$ cat src/rtl/mem_pkg.sv
// Shared encodings for the data-memory access unit: access sizes, FSM states
// and the default memory word-index width.
package mem_pkg;

  localparam int ADDR_W_DEF = 10;

  typedef enum logic [1:0] {
    SZ_BYTE = 2'b00,
    SZ_HALF = 2'b01,
    SZ_WORD = 2'b10
  } size_e;

  typedef enum logic [2:0] {
    IDLE,
    RD,
    CAP,
    MERGE,
    WR,
    RESP
  } state_e;

  // The unused size code 2'b11 behaves as a word access.
  function automatic size_e norm_size(input logic [1:0] sz);
    case (sz)
      2'b00:   return SZ_BYTE;
      2'b01:   return SZ_HALF;
      default: return SZ_WORD;
    endcase
  endfunction

  function automatic logic is_misaligned(input size_e sz, input logic [1:0] off);
    case (sz)
      SZ_HALF: return off[0];
      SZ_WORD: return |off;
      default: return 1'b0;
    endcase
  endfunction

endpackage

$ cat src/rtl/mem_access_unit_if.sv
// Core request/response and data-memory signals of the access unit.
// resp_err exists only when MISALIGN_TRAP_EN is defined.
interface mem_access_unit_if;
  logic        req_valid;
  logic        req_ready;
  logic        req_we;
  logic [1:0]  req_size;
  logic        req_signed;
  logic [31:0] req_addr;
  logic [31:0] req_wdata;
  logic        resp_valid;
  logic [31:0] resp_rdata;
`ifdef MISALIGN_TRAP_EN
  logic        resp_err;
`endif
  logic [31:0] mem_addr;
  logic [31:0] mem_wdata;
  logic        mem_we;
  logic [31:0] mem_rdata;

  modport slave (
    input  req_valid, req_we, req_size, req_signed, req_addr, req_wdata, mem_rdata,
`ifdef MISALIGN_TRAP_EN
    output resp_err,
`endif
    output req_ready, resp_valid, resp_rdata, mem_addr, mem_wdata, mem_we
  );

  modport master (
    output req_valid, req_we, req_size, req_signed, req_addr, req_wdata, mem_rdata,
`ifdef MISALIGN_TRAP_EN
    input  resp_err,
`endif
    input  req_ready, resp_valid, resp_rdata, mem_addr, mem_wdata, mem_we
  );

endinterface

$ cat src/rtl/mem_lane_fmt.sv
// Combinational lane logic: little-endian load extraction with sign/zero
// extension, and sub-word lane merge for read-modify-write stores.
module mem_lane_fmt
  import mem_pkg::*;
(
  input  size_e       i_size,
  input  logic [1:0]  i_offset,
  input  logic        i_signed,
  input  logic [31:0] i_word,
  input  logic [15:0] i_wdata,
  output logic [31:0] o_load,
  output logic [31:0] o_merged
);

  logic [7:0]  w_byte;
  logic [15:0] w_half;

  // NOTE: every output gets a default before the case so no latch is inferred.
  always_comb begin
    w_byte   = i_word[{i_offset, 3'b000} +: 8];
    w_half   = i_offset[1] ? i_word[31:16] : i_word[15:0];
    o_load   = i_word;
    o_merged = i_word;
    case (i_size)
      SZ_BYTE: begin
        o_load = {{24{i_signed & w_byte[7]}}, w_byte};
        o_merged[{i_offset, 3'b000} +: 8] = i_wdata[7:0];
      end
      SZ_HALF: begin
        o_load = {{16{i_signed & w_half[15]}}, w_half};
        if (i_offset[1]) o_merged[31:16] = i_wdata;
        else             o_merged[15:0]  = i_wdata;
      end
      default: ;
    endcase
  end

endmodule

$ cat src/rtl/mem_access_unit.sv
// Data-memory initiator: byte-addressed loads/stores onto a word-indexed,
// synchronous-read memory. Optional MISALIGN_TRAP_EN traps misaligned requests.
module mem_access_unit
  import mem_pkg::*;
#(
  parameter int ADDR_W = ADDR_W_DEF
) (
  input  logic               clk,
  input  logic               rst,
  mem_access_unit_if.slave   bus
);

  state_e            r_state, w_state_nxt;
  logic              r_we;
  logic              r_sext;
  size_e             r_size;
  logic [ADDR_W+1:0] r_addr;
  logic [31:0]       r_wdata;
  logic [31:0]       r_resp_rdata;

  size_e       w_in_size;
  logic        w_accept;
  logic        w_trap;
  logic [31:0] w_load;
  logic [31:0] w_merged;
  logic        w_unused_addr_hi;

  assign w_in_size        = norm_size(bus.req_size);
  assign w_accept         = (r_state == IDLE) && bus.req_valid;
  assign w_unused_addr_hi = ^bus.req_addr[31:ADDR_W+2];

`ifdef MISALIGN_TRAP_EN
  assign w_trap = is_misaligned(w_in_size, bus.req_addr[1:0]);
`else
  assign w_trap = 1'b0;
`endif

  mem_lane_fmt u_lane_fmt (
    .i_size   (r_size),
    .i_offset (r_addr[1:0]),
    .i_signed (r_sext),
    .i_word   (bus.mem_rdata),
    .i_wdata  (r_wdata[15:0]),
    .o_load   (w_load),
    .o_merged (w_merged)
  );

  always_comb begin
    w_state_nxt = r_state;
    case (r_state)
      IDLE: begin
        if (bus.req_valid) begin
          if (w_trap)                               w_state_nxt = RESP;
          else if (bus.req_we && w_in_size == SZ_WORD) w_state_nxt = WR;
          else                                      w_state_nxt = RD;
        end
      end
      RD:              w_state_nxt = r_we ? MERGE : CAP;
      CAP, MERGE, WR:  w_state_nxt = RESP;
      RESP:            w_state_nxt = IDLE;
      default:         w_state_nxt = IDLE;
    endcase
  end

  // NOTE: sequential state uses non-blocking assignments so every register
  // samples the pre-edge values of its neighbours.
  always_ff @(posedge clk or posedge rst) begin
    if (rst) begin
      r_state      <= IDLE;
      r_we         <= 1'b0;
      r_sext       <= 1'b0;
      r_size       <= SZ_BYTE;
      r_addr       <= '0;
      r_wdata      <= '0;
      r_resp_rdata <= '0;
    end else begin
      r_state <= w_state_nxt;
      if (w_accept) begin
        r_we    <= bus.req_we;
        r_sext  <= bus.req_signed;
        r_size  <= w_in_size;
        r_addr  <= bus.req_addr[ADDR_W+1:0];
        r_wdata <= bus.req_wdata;
      end
      // Loads capture the formatted lane; stores and traps report zero.
      case (r_state)
        CAP:       r_resp_rdata <= w_load;
        MERGE, WR: r_resp_rdata <= '0;
        IDLE:      if (w_accept && w_trap) r_resp_rdata <= '0;
        default: ;
      endcase
    end
  end

`ifdef MISALIGN_TRAP_EN
  logic r_resp_err;

  always_ff @(posedge clk or posedge rst) begin
    if (rst)                     r_resp_err <= 1'b0;
    else if (w_accept)           r_resp_err <= w_trap;
    else if (r_state == RESP)    r_resp_err <= 1'b0;
  end

  assign bus.resp_err = r_resp_err;
`endif

  // Memory controls decode straight from state so reset drops mem_we at once.
  assign bus.req_ready  = (r_state == IDLE);
  assign bus.resp_valid = (r_state == RESP);
  assign bus.resp_rdata = r_resp_rdata;
  assign bus.mem_we     = (r_state == MERGE) || (r_state == WR);
  assign bus.mem_addr   = {{(32-ADDR_W){1'b0}}, r_addr[ADDR_W+1:2]};

  always_comb begin
    bus.mem_wdata = '0;
    case (r_state)
      MERGE:   bus.mem_wdata = w_merged;
      WR:      bus.mem_wdata = r_wdata;
      default: ;
    endcase
  end

endmodule

$ cat src/flat_wrapper.sv
// flat-port wrapper written by rule: the top's interface ports become plain ports
module mem_access_unit_flat import mem_pkg::*;
#(
  parameter int ADDR_W = ADDR_W_DEF
)
  (clk, rst, bus_req_valid, bus_req_we, bus_req_size, bus_req_signed, bus_req_addr, bus_req_wdata, bus_mem_rdata, bus_req_ready, bus_resp_valid, bus_resp_rdata, bus_mem_addr, bus_mem_wdata, bus_mem_we);
  mem_access_unit_if bus_i ();
  input  logic clk;
  input  logic rst;
  input wire logic [$bits(bus_i.req_valid)-1:0] bus_req_valid;
  input wire logic [$bits(bus_i.req_we)-1:0] bus_req_we;
  input wire logic [$bits(bus_i.req_size)-1:0] bus_req_size;
  input wire logic [$bits(bus_i.req_signed)-1:0] bus_req_signed;
  input wire logic [$bits(bus_i.req_addr)-1:0] bus_req_addr;
  input wire logic [$bits(bus_i.req_wdata)-1:0] bus_req_wdata;
  input wire logic [$bits(bus_i.mem_rdata)-1:0] bus_mem_rdata;
  output wire logic [$bits(bus_i.req_ready)-1:0] bus_req_ready;
  output wire logic [$bits(bus_i.resp_valid)-1:0] bus_resp_valid;
  output wire logic [$bits(bus_i.resp_rdata)-1:0] bus_resp_rdata;
  output wire logic [$bits(bus_i.mem_addr)-1:0] bus_mem_addr;
  output wire logic [$bits(bus_i.mem_wdata)-1:0] bus_mem_wdata;
  output wire logic [$bits(bus_i.mem_we)-1:0] bus_mem_we;
  assign bus_i.req_valid = bus_req_valid;
  assign bus_i.req_we = bus_req_we;
  assign bus_i.req_size = bus_req_size;
  assign bus_i.req_signed = bus_req_signed;
  assign bus_i.req_addr = bus_req_addr;
  assign bus_i.req_wdata = bus_req_wdata;
  assign bus_i.mem_rdata = bus_mem_rdata;
  assign bus_req_ready = bus_i.req_ready;
  assign bus_resp_valid = bus_i.resp_valid;
  assign bus_resp_rdata = bus_i.resp_rdata;
  assign bus_mem_addr = bus_i.mem_addr;
  assign bus_mem_wdata = bus_i.mem_wdata;
  assign bus_mem_we = bus_i.mem_we;
  mem_access_unit #(.ADDR_W(ADDR_W)) u_core (.clk(clk), .rst(rst), .bus(bus_i));
endmodule
$ cat config.mk
export PLATFORM = sky130hd
export DESIGN_NAME = mem_access_unit_flat
export DESIGN_NICKNAME = d
export VERILOG_FILES = /design/src/rtl/mem_pkg.sv /design/src/rtl/mem_access_unit_if.sv /design/src/rtl/mem_lane_fmt.sv /design/src/rtl/mem_access_unit.sv /design/src/flat_wrapper.sv
export SDC_FILE = /design/constraint.sdc
export NUM_CORES = 1
export LEC_CHECK = 0
export BUFFER_PORTS_ARGS = -buffer_cell sky130_fd_sc_hd__buf_2
export CAP_MARGIN = 10
export CORE_ASPECT_RATIO = 1.1
export CORE_UTILIZATION = 29
export DETAILED_ROUTE_END_ITERATION = 16
export MAX_ROUTING_LAYER = met4
export PLACE_DENSITY = 0.47
export SETUP_SLACK_MARGIN = 0.05
export SYNTH_ARGS = -nofsm -noshare
export SYNTH_HDL_FRONTEND = slang
export SYNTH_SLANG_ARGS = --single-unit
$ cat constraint.sdc
create_clock -name clk -period 5.6 [get_ports clk]
set_input_delay 1.12 -clock clk [delete_from_list [all_inputs] [get_ports clk]]
set_output_delay 1.12 -clock clk [all_outputs]
set_load 0.02 [all_outputs]
==> out/metrics.cfg, run 1 <==
[outcome]
status = completed

[synthesis]
yosysWarningCount = 0
synthDistinctLibCells = 51
ys_ff_latch = 83
yosysTopAreaCell = dfrtp_1
synthTopCellsByArea = dfrtp_1 35%, mux2_2 8.8%, a21oi_1 4.9%
seq_area_frac_synth_pct = 35.3
synth_ff_type = dfrtp_1
async_flop_share_pct = 100
syn-cell-area_mm2 = 0.00588
syn_inst = 650
synth.avg_cell_area_um2 = 9.05
synth_edf_count = 0
yosysTopAreaCellShare_pct = 35.3

[run]
maxCapViolCount = 0

[sta]
timing.final.crit_share_pct = 75.6
skew_ps = 5.63
whs_ps = 478
rsz0062_at_grt = false
tightest_slew_ps = 881
finalHoldViolCount = 0
fmax_mhz = 236
setup-tns-final_ps = 0
setup_violations = 0
slew_viol_final = 0
max-slew-margin-rel_pct = 41.3
period_needed_ps = 4230

[clock_tree]
cts_root_buf = clkbuf_16
ctsResizeCount = 0
hold_buffers = 0
clkSinkCount = 83
cts_tree = built
clkSlewWorstSetupHoldPaths_ps = 70
postCtsSetupBuffers = 0
cts_htree_levels = 3
numCtsBuffers = 9
clock_path_buffers = 2
clock_latency_ps = 350

[setup_path]
reg2reg_to = u_core.bus.resp_rdata[23]
startpoint_type = register
crit_chain = buf_4 > ha_1 > clkinv_1 > nor4_2 > a221o_1 > a32o_1 > buf_2
crit_type = reg -> out
slowest_stage = nor4_2
worst-r2r-cell-count = 5
end_kind = primary output
cp.arrival_ps = 3110
path_max_fanout = 64
cpPeakStageDelay_ps = 630
r2r_slack_ps = 3210
crit_start = u_core.r_addr[1]
r2r-start = u_core.r_size[0]
cp.required_ps = 4480
cp-endpoint = bus_mem_wdata[30]

[final_layout]
layout_common_cells = 159 x buf_2, 82 x dfrtp_1, 57 x a21oi_1
utilization_pct = 35.2
multiInputGateArea_mm2 = 0.00327
area_delta_synth_final_pct = 18.8
nets = 875
fillCellCount = 2124
seqCellArea_mm2 = 0.00208
diodes = 0
drive_above_1_share_pct = 33.3
final_common_cell = buf_2
stdcell_area_mm2 = 0.00699

[placement]
dpl.hpwl_um = 16100
dpl_cell_area_mm2 = 0.00668
gp_congestion = 0.868
portBuffers = 159

[die]
io_pins = 202
rows = 54
die_w_um = 138
initial_core_util_pct = 29.6
fp.dieArea_mm2 = 0.0209
die_y_um = 151
core_mm2 = 0.0199

[pwr]
power_density_mw_per_mm2 = 605
ir_drop_v = 0.000236
p_total_mw = 4.23
cellLeakagePower_nw = 3.20

[global_route]
antenna_found_initial = 1
grt_overflow = 0
track_usage_pct = 22.3
grt_pass1_vias = 5430
grt_pass1_wl_um = 33100
grt_start_max_net_pins = 65

[route]
routedWlPerCell_um = 21.6
drt_wl_total_um = 22100
via_count = 5693
ant_nets = 0
vias_per_cell = 5.56
drc = 0
dr.pass1.iters = 4
drt_iter0_drc = 349

[min_path]
hold_class = reg -> reg
hold_depth = 1

[cells by family (layout without fill, tap and decap cells)]
| family | count (synthesis) | count (layout) | synth area share, % |
|---|---|---|---|
| buf+inv | 121 | 222 | 10.5 |
| flops | 83 | 83 | 35.3 |
| fa+ha+maj | 5 | 5 | 1.06 |
| mux | 61 | 61 | 12.6 |
| simple gates | 141 | 141 | 12.9 |
| other cells | 1 | 22 | 0.0638 |
| compound gates | 238 | 238 | 27.5 |
[cell usage after synthesis (2+ instances only)]
| library cell | n |
|---|---|
| a32o_1 | 9 |
| a21oi_1 | 57 |
| and3_1 | 2 |
| o22ai_1 | 5 |
| nand3_1 | 6 |
| nand2_1 | 38 |
| mux2i_1 | 9 |
| o21ai_0 | 41 |
| o21ai_1 | 10 |
| mux2_2 | 46 |
| dfrtp_1 | 83 |
| buf_2 | 13 |
| or2_2 | 7 |
| a221o_1 | 10 |
| a22o_1 | 17 |
| a21o_1 | 14 |
| nand3b_1 | 2 |
| buf_1 | 3 |
| or3_1 | 7 |
| or4_1 | 6 |
| a221oi_1 | 24 |
| o221ai_1 | 7 |
| nand2b_1 | 13 |
| mux4_2 | 6 |
| nor3_1 | 20 |
| nor3b_2 | 2 |
| nor2b_1 | 11 |
| nor2_1 | 17 |
| a211oi_1 | 5 |
| buf_6 | 2 |
| a31oi_1 | 3 |
| a22oi_1 | 15 |
| o211ai_1 | 17 |
| inv_1 | 32 |
| o2bb2ai_1 | 2 |
| and2_1 | 2 |
| buf_4 | 35 |
| ha_1 | 5 |
| clkbuf_1 | 35 |
[layout make-up]
class	count	share of cell area, %
Clock buffer	9	3.22
Clock inverter	7	1.09
Inverter	33	1.79
Multi-Input combinational cell	467	46.8
Sequential cell	83	29.7
Tap cell	252	4.51
Timing Repair Buffer	173	12.9
[state kept, by name (all words and copies together), names as in the netlist]
signal and flops:
u_core.r_sext 1, u_core.r_wdata 32, u_core.r_addr 12, u_core.r_size 2, u_core.bus.resp_rdata 32, u_core.r_we 1
u_core.r_state 3
[worst max-delay path: cells and delay by family, from the launching register on]
family | cells | cell delay (ps)
buffers and inverters | 3 | 1030
AND/OR/NAND/NOR | 1 | 630
AO/OA/AOI/OAI | 2 | 460
flip-flops | 1 | 360
adder cells (fa/ha/maj) | 1 | 270
[worst min path at each step]
| stage | end | slack (ps) | startpoint |
|---|---|---|---|
| after floorplan | u_core.r_wdata[28] | 480 | u_core.r_wdata[28] |
| after global placement | u_core.bus.resp_rdata[5] | 470 | u_core.bus.resp_rdata[5] |
| after detailed placement | u_core.bus.resp_rdata[5] | 460 | u_core.bus.resp_rdata[5] |
| after CTS | u_core.bus.resp_rdata[5] | 480 | u_core.bus.resp_rdata[5] |
| after global routing | u_core.bus.resp_rdata[6] | 510 | u_core.bus.resp_rdata[6] |
| final | u_core.bus.resp_rdata[5] | 480 | u_core.bus.resp_rdata[5] |
[metal layers]
layer / vias up / global-route usage (%) / wire length, um
met4: 0 / 7.77 / 584
met2: 224 / 33.6 / 10400
met5: - / - / 0
li1: 2626 / - / -
met1: 2817 / 30.3 / 9920
met3: 26 / 3.21 / 1230
[stage by stage]
step / setup WS [ps] / cells
after global placement: 1760 / 1007
after CTS: 1330 / 1023
final: 1370 / 1024
after global routing: 1130 / 1024
after floorplan: 1870 / 671
after detailed placement: 1740 / 1007
[where the power goes]
group	switching [mW]	internal, mW
clock network	0.296	0.318
registers	0.347	0.887
logic	1.45	0.932
Note: power is estimated with default switching activity, not from simulation.
==> run 2: changes to the inputs <==
- PLACE_DENSITY: 0.47 -> 0.49
- clock period: 5.6 -> 3.6 ns (I/O delays scaled with it)
==> out/metrics.cfg, run 2 (same netlist as run 1, synthesis figures left out) <==
[route]
vias_per_cell = 5.50  ; -1.1%
drt_wl_total_um = 21500  ; -2.9%
drc = 0  ; unchanged
ant_nets = 0  ; unchanged
via_count = 5668  ; -0.44%
routedWlPerCell_um = 20.8  ; -3.6%
dr.pass1.iters = 5  ; +1
drt_iter0_drc = 361  ; +3.4%

[setup_path]
end_kind = primary output
cp.required_ps = 2880  ; -1600 ps
r2r-start = u_core.r_size[1]
slowest_stage = dfrtp_1
cpPeakStageDelay_ps = 800  ; +170 ps
crit_chain = or2_2 > a21oi_1 > or3_1 > nand3_1 > buf_2
reg2reg_to = u_core.bus.resp_rdata[8]
cp.arrival_ps = 2570  ; -540 ps
r2r_slack_ps = 980  ; -2230 ps
crit_type = reg -> out
worst-r2r-cell-count = 6  ; +1
path_max_fanout = 32  ; -50%
crit_start = u_core.r_size[1]
startpoint_type = register

[final_layout]
area_delta_synth_final_pct = 20.3
stdcell_area_mm2 = 0.00707  ; +1.2%
nets = 882  ; +0.80%
diodes = 0  ; unchanged
final_cell_count_no_fill = 1031  ; +0.68%
drive_above_1_share_pct = 33.9  ; +0.60 points
final_common_cell = buf_2
layout_common_cells = 159 x buf_2, 82 x dfrtp_1, 57 x a21oi_1

[global_route]
grt_start_max_net_pins = 51  ; -22%
gr-usage-met1_pct = 29.7  ; -0.58 points
track_usage_pct = 21.4  ; -0.85 points
grt-busiest-layer = met2
use_met2_pct = 32.1  ; -1.5 points
antenna_found_initial = 0  ; -1
grt_overflow = 0  ; unchanged
grt_pass1_vias = 5250  ; -3.3%
gr-usage-met3_pct = 3.15  ; -0.067 points
grt_pass1_wl_um = 31900  ; -3.6%

[clock_tree]
cts_htree_levels = 3  ; unchanged
ctsResizeCount = 0  ; unchanged
cts_tree = built
clock_path_buffers = 2  ; unchanged
clkSlewWorstSetupHoldPaths_ps = 80  ; about the same
clock_latency_ps = 360  ; about the same
numCtsBuffers = 9  ; unchanged
clkSinkCount = 83  ; unchanged
cts_root_buf = clkbuf_16
postCtsSetupBuffers = 0  ; unchanged
hold_buffers = 0  ; unchanged

[die]
die_w_um = 138  ; unchanged
core_mm2 = 0.0199  ; unchanged
fp.dieArea_mm2 = 0.0209  ; unchanged
rows = 54  ; unchanged
die_y_um = 151  ; unchanged
io_pins = 202  ; unchanged
initial_core_util_pct = 29.6  ; unchanged

[placement]
dpl.hpwl_um = 15700  ; -2.7%
portBuffers = 159  ; unchanged
pre_cts_ws_ps = 721  ; -1020 ps
gp_congestion = 0.885  ; +1.9%
dpl_cell_area_mm2 = 0.00677  ; +1.3%
dp.cells = 1015  ; +0.79%

[sta]
setup_violations = 0  ; unchanged
fmax_mhz = 304
setup_ws_ps = 315  ; -1050 ps
rsz0062_at_grt = false
timing.final.crit_share_pct = 91.3
period_needed_ps = 3290
setup-tns-final_ps = 0  ; unchanged
slew_viol_final = 0  ; unchanged
skew_ps = 12.7  ; +7.06 ps
tightest_slew_ps = 774  ; -106 ps
max-slew-margin-rel_pct = 48.2  ; +6.9 points
finalHoldViolCount = 0  ; unchanged

[run]
maxCapViolCount = 0  ; unchanged

[pwr]
cellLeakagePower_nw = 3.24  ; +1.3%
ir_drop_v = 0.000374  ; +58%
p_total_mw = 6.67  ; +58%
power_density_mw_per_mm2 = 942  ; +56%

[outcome]
status = completed

[min_path]
hold_class = in -> async

## run 2: worst max-delay path, delay by kind of cell (launching register included)
kind            cells  cell delay, ps
buf+inv             1             180
compound gates      1              70
flops               1             800
simple gates        3            1140
## run 2: final cells by class
cell class	instances	area [um^2]
fillers	2120	12800
multi-input cells	467	3270
flip-flops and latches	83	2080
repair buffers	180	978
well taps	252	315
clock buffers	9	225
inverters	33	125
clock inverters	7	83.8
## run 2: worst max path at each step
stage               cells after the start               end
floorplan                               8  bus_mem_wdata[3]
global placement                        6  bus_mem_wdata[1]
detailed placement                      6  bus_mem_wdata[1]
CTS                                     6  bus_mem_wdata[1]
global route                            6  bus_mem_wdata[0]
finish                                  5  bus_mem_wdata[7]
## run 2: power by group
part | leakage (nW) | switching [mW] | internal [mW]
Clock | 0.149 | 0.446 | 0.551
Sequential | 1.02 | 0.468 | 1.38
Combinational | 2.08 | 2.32 | 1.50
Total | 3.24 | 3.24 | 3.43
## run 2: through the flow
step	hold slack, ps	utilization [%]
global placement	468	34.1
finish	440	35.6
floorplan	481	-
detailed placement	466	34.1
CTS	475	35.6
global route	505	35.6
## run 2: per-layer routing
layer  vias to the layer above  part of all wire (%)
li1                       2636                     -
met1                      2765                    46
met2                       240                    46
met3                        27                   6.2
met4                         0                   2.0
met5                         -                     0
